## src/rtl/imem_loader.sv

```systemverilog
// rtl/imem_loader.sv - streams little-endian bytes into instruction memory while stalling the CPU.
// Optional trailing checksum verification is enabled with IMEM_LOADER_CHECKSUM_EN.
module imem_loader #(
    parameter int DEPTH_WORDS = 1024,
    parameter int CNT_W       = 11
) (
    input  logic             clk,
    input  logic             reset,
    input  logic             start,
    input  logic [CNT_W-1:0] num_words,
    input  logic [7:0]       byte_data,
    input  logic             byte_valid,
    output logic             byte_ready,
    output logic             mem_we,
    output logic [31:0]      mem_addr,
    output logic [31:0]      mem_wd,
    output logic             cpu_stall,
    output logic             busy,
    output logic             done,
    output logic             err
);

    typedef enum logic [2:0] {IDLE, COLLECT, WRITE, CHECK, DONE} state_t;

    localparam logic [CNT_W-1:0] DEPTH_C  = CNT_W'(DEPTH_WORDS);
    localparam logic [CNT_W-1:0] LAST_IDX = CNT_W'(DEPTH_WORDS - 1);

    state_t           state, state_next;
    logic [CNT_W-1:0] remaining;
    logic [CNT_W-1:0] word_index;
    logic [1:0]       byte_cnt;
    logic [31:0]      word_buf;
    logic             xfer;
    logic             last_byte;
    logic [31:0]      assembled;

    assign xfer      = byte_valid & byte_ready;
    assign last_byte = xfer && (byte_cnt == 2'd3);
    // Bytes shift in from the top so the first one ends up in bits 7:0.
    assign assembled = {byte_data, word_buf[31:8]};

    always_comb begin
        state_next = state;
        byte_ready = 1'b0;
        mem_we     = 1'b0;
        busy       = 1'b1;
        done       = 1'b0;
        unique case (state)
            IDLE: begin
                busy = 1'b0;
                if (start) state_next = (num_words == '0) ? DONE : COLLECT;
            end
            COLLECT: begin
                byte_ready = 1'b1;
                if (last_byte) state_next = WRITE;
            end
            WRITE: begin
                mem_we = 1'b1;
                if (remaining > CNT_W'(1)) begin
                    state_next = COLLECT;
                end else begin
`ifdef IMEM_LOADER_CHECKSUM_EN
                    state_next = CHECK;
`else
                    state_next = DONE;
`endif
                end
            end
            CHECK: begin
                byte_ready = 1'b1;
                if (last_byte) state_next = DONE;
            end
            DONE: begin
                done       = 1'b1;
                state_next = IDLE;
            end
            default: state_next = IDLE;
        endcase
    end

    assign cpu_stall = busy;

`ifdef IMEM_LOADER_CHECKSUM_EN
    logic [31:0] checksum;
    logic        err_q;

    always_ff @(posedge clk or posedge reset) begin
        if (reset) begin
            checksum <= '0;
            err_q    <= 1'b0;
        end else begin
            if (state == IDLE && start) begin
                checksum <= '0;
                err_q    <= 1'b0;
            end
            if (state == WRITE) checksum <= checksum ^ mem_wd;
            if (state == CHECK && last_byte) err_q <= (assembled != checksum);
        end
    end

    assign err = err_q;
`else
    assign err = 1'b0;
`endif

    always_ff @(posedge clk or posedge reset) begin
        if (reset) begin
            state      <= IDLE;
            remaining  <= '0;
            word_index <= '0;
            byte_cnt   <= '0;
            word_buf   <= '0;
            mem_addr   <= '0;
            mem_wd     <= '0;
        end else begin
            state <= state_next;
            case (state)
                IDLE: begin
                    if (start) begin
                        remaining  <= (num_words > DEPTH_C) ? DEPTH_C : num_words;
                        word_index <= '0;
                        byte_cnt   <= '0;
                    end
                end
                COLLECT, CHECK: begin
                    if (xfer) begin
                        byte_cnt <= byte_cnt + 2'd1;
                        word_buf <= assembled;
                    end
                    // Address and data are registered here so they are stable throughout WRITE.
                    if (state == COLLECT && last_byte) begin
                        mem_addr <= 32'(word_index) << 2;
                        mem_wd   <= assembled;
                    end
                end
                WRITE: begin
                    remaining <= remaining - CNT_W'(1);
                    if (word_index != LAST_IDX) word_index <= word_index + CNT_W'(1);
                end
                default: ;
            endcase
        end
    end

endmodule

```

## config.mk

```make
export PLATFORM = sky130hd
export DESIGN_NAME = imem_loader
export DESIGN_NICKNAME = d
export VERILOG_FILES = /design/src/rtl/imem_loader.sv
export SDC_FILE = /design/constraint.sdc
export NUM_CORES = 1
export LEC_CHECK = 0
export BUFFER_PORTS_ARGS = -buffer_cell sky130_fd_sc_hd__buf_2
export CAP_MARGIN = 20
export CORE_ASPECT_RATIO = 1.5
export CORE_MARGIN = 2
export CORE_UTILIZATION = 38
export DETAILED_ROUTE_END_ITERATION = 8
export SLEW_MARGIN = 20
export SYNTH_ARGS = -nofsm -noshare
export SYNTH_HDL_FRONTEND = slang
export SYNTH_SLANG_ARGS = --single-unit
```

## constraint.sdc

```tcl
create_clock -name clk -period 7.77 [get_ports clk]
set_clock_uncertainty 0.15 [all_clocks]
set_input_delay 1.554 -clock clk [delete_from_list [all_inputs] [get_ports clk]]
set_output_delay 1.554 -clock clk [all_outputs]
set_load 0.005 [all_outputs]
```

==> out/qor.yml <==
sta:
  drv_slew: 0
  rsz0062_at_grt: "no"
  fmax_mhz: 274.3
  worst_slew_pin_slew_ns: 0.9633
  fin_crit_ns: 3.646
  relSlewSlack_pct: 35.78
  whs_ns: 0.3365
  setup_viol: 0
  finalHoldViolCount: 0
  fin_crit_sh_pct: 46.93
  final.setup.tns_ns: 0
floorplanning:
  initial_core_util_pct: 38.94
  chipWidth_um: 90.67
  num_rows: 47
  coreArea_mm2: 0.01100
  die_h_um: 134.0
  ios: 93
  die_area_mm2: 0.01215
clock_tree:
  clkSinkCount: 94
  cts_root_buffer: "clkbuf_16"
  clk_path_buf_depth: 2
  h-tree-depth: 3
  ctsHoldBuffers: 0
  cts_resized: 0
  cts_inserted_buffers: 9
  postCtsSetupBuffers: 0
  worstSkewPairLatency_ns: 0.34
  cts_tree: "yes"
  clk_pin_slew_worst_paths_ns: 0.07
grt:
  grt_max_degree: 78
  antenna_found_initial: 0
  grt_use_total_pct: 14.96
  grt_pass1_vias: 3017
  grt-ovfl-total: 0
  grt_pass1_wl_um: 14550
pwr:
  p_seq_share_pct: 45.9
  clock_power_share_pct: 25.0
  p_sw_mw: 0.5707
  p_comb_share_pct: 29.1
  cellPowerDensity_mw_per_mm2: 361.4
  internal_power_mw: 1.222
  peakVddDrop_mv: 0.2262
  swShare_pct: 31.84
  p_leak_nw: 2.286
worst_setup_path:
  critical-path-max-stage-delay_ns: 0.63
  cp_max_fo: 15
  arrival_ns: 1.94
  path_cells: "or3b_1 -> clkinv_2 -> buf_2"
  reg2regPathDepth: 5
  start_kind: "flip-flop"
  slowest_stage: "or3b_1"
  critical_path_class: "flip-flop to output port"
  cp-end-kind: "output port"
  worstPathRequired_ns: 6.07
synth:
  async_reset_ff_share_pct: 100.0
  synth_top_area_cell: "dfrtp_1"
  synth_ff_type: "dfrtp_1"
  ys_ff_latch: 94
  synth_top_area_share_pct: 54.94
  seq_area_frac_synth_pct: 54.94
  syn_inst: 345
  netlist_area_mm2: 0.004282
  synth_warnings: 0
  ys_top_cells_by_area: "dfrtp_1 55%, mux2_2 17%, buf_4 4.7%"
  synth_edf_count: 0
  avgSynthCellArea_um2: 12.41
  synthDistinctLibCells: 55
place:
  dpl.hpwl_um: 6043
  placed_area_mm2: 0.004646
  port_buffers: 70
  globalplace.congestion: 0.8773
  placed_cells: 547
drt:
  ant_nets: 0
  wire_per_inst_um: 15.52
  drt_pass1_iterations: 4
  drtIter0Drc: 158
  route.detailed.drc: 0
  vias: 2937
  vias_per_cell: 5.217
  wl_um: 8738
cells_and_area:
  layout_commonest_cell: "dfrtp_1"
  layout_common_cells: "94 x dfrtp_1, 70 x buf_2, 65 x mux2_2, 22 x conb_1, 18 x nand2_1"
  nets: 438
  final_cell_count_no_fill: 563
  diodes: 0
  design_area_mm2: 0.004960
  utilization_pct: 45.10
  syn2layout_area_growth_pct: 15.84
  drive_gt1_share_pct: 39.42
job:
  drv_cap: 0
outcome:
  outcome: "finished, final reports clean"
min_path:
  min_path_cells: 1
  min_path_type: "flip-flop to flip-flop"
==> area by class of cell <==
class	instances	area, um2
fill	1050	6037
sequential	94	2352
multi-input combinational	227	1722
timing repair buffer	72	365.4
clock buffer	10	239.0
tap	147	183.9
clock inverter	6	68.82
inverter	7	28.78
==> routing by layer <==
| layer | vias to the layer above | global-route usage, % | share of wire [%] |
|---|---|---|---|
| met2 | 108 | 24.75 | 49 |
| met1 | 1468 | 17.54 | 41 |
| li1 | 1340 | - | - |
| met5 | - | 0 | 0 |
| met3 | 21 | 3.483 | 5.9 |
| met4 | 0 | 9.316 | 3.6 |
==> worst paths after layout <==
| check | start | slack [ns] | end |
|---|---|---|---|
| max in group asynchronous | reset | 5.23 | state[2] |
| max reg2reg | state[0] | 5.25 | mem_addr[9] |
| min reg2reg | mem_wd[18] | 0.34 | mem_wd[18] |
| min | mem_wd[18] | 0.34 | mem_wd[18] |
| max | state[1] | 4.12 | mem_we |
| min in group asynchronous | reset | 1.00 | mem_wd[9] |
==> Yosys cell counts (2+ instances only) <==
master and number:
or4_1 5, buf_6 2, nor3_1 3, buf_4 27
inv_1 6, o31ai_1 6, o21ai_0 6, dfrtp_1 94
nand4_1 3, mux2_2 65, nor4_1 6, a32oi_1 2
ha_1 4, nand2b_1 3, clkbuf_1 4, a21oi_1 13
mux2i_1 2, nor3b_1 2, xor2_1 2, o211ai_1 4
buf_2 4, nand2_1 19, or3_1 3, nor2_1 14
o21ai_1 2, nand3_1 13, and3_1 2, mux2_1 2
==> state kept, by name, indices dropped and copies added (netlist names) <==
signal      flops
mem_wd         32
word_buf       24
mem_addr       11
remaining      11
word_index     11
state           3
byte_cnt        2
==> critical path: cells and delay by family, from the launching register on <==
family        cells  cell delay, ns
buf+inv           2            0.39
flops             1            0.58
simple gates      1            0.63
==> stage by stage <==
step | setup slack, ns | power (mW)
floorplan | 3.617 | 1.176
global placement | 4.532 | 1.333
detailed placement | 4.490 | 1.359
CTS | 4.122 | 1.814
global route | 3.930 | 1.916
finish | 4.124 | 1.793
==> power by group through the flow <==
stage,clock network (mW),logic [mW],registers (mW)
floorplan,0,0.378,0.798
global placement,0,0.513,0.820
detailed placement,0,0.528,0.831
CTS,0.461,0.529,0.824
global route,0.476,0.587,0.853
finish,0.448,0.522,0.822
==> kinds of logic after synthesis <==
kind of cell	Yosys count	synth area share, %
flops	94	54.94
simple gates	84	10.99
mux	70	18.44
compound gates	45	7.131
buf+inv	45	6.838
fa+ha+maj	4	1.169
xor+xnor	2	0.4092
other cells	1	0.08758
Power figures use the tool's default switching activity.
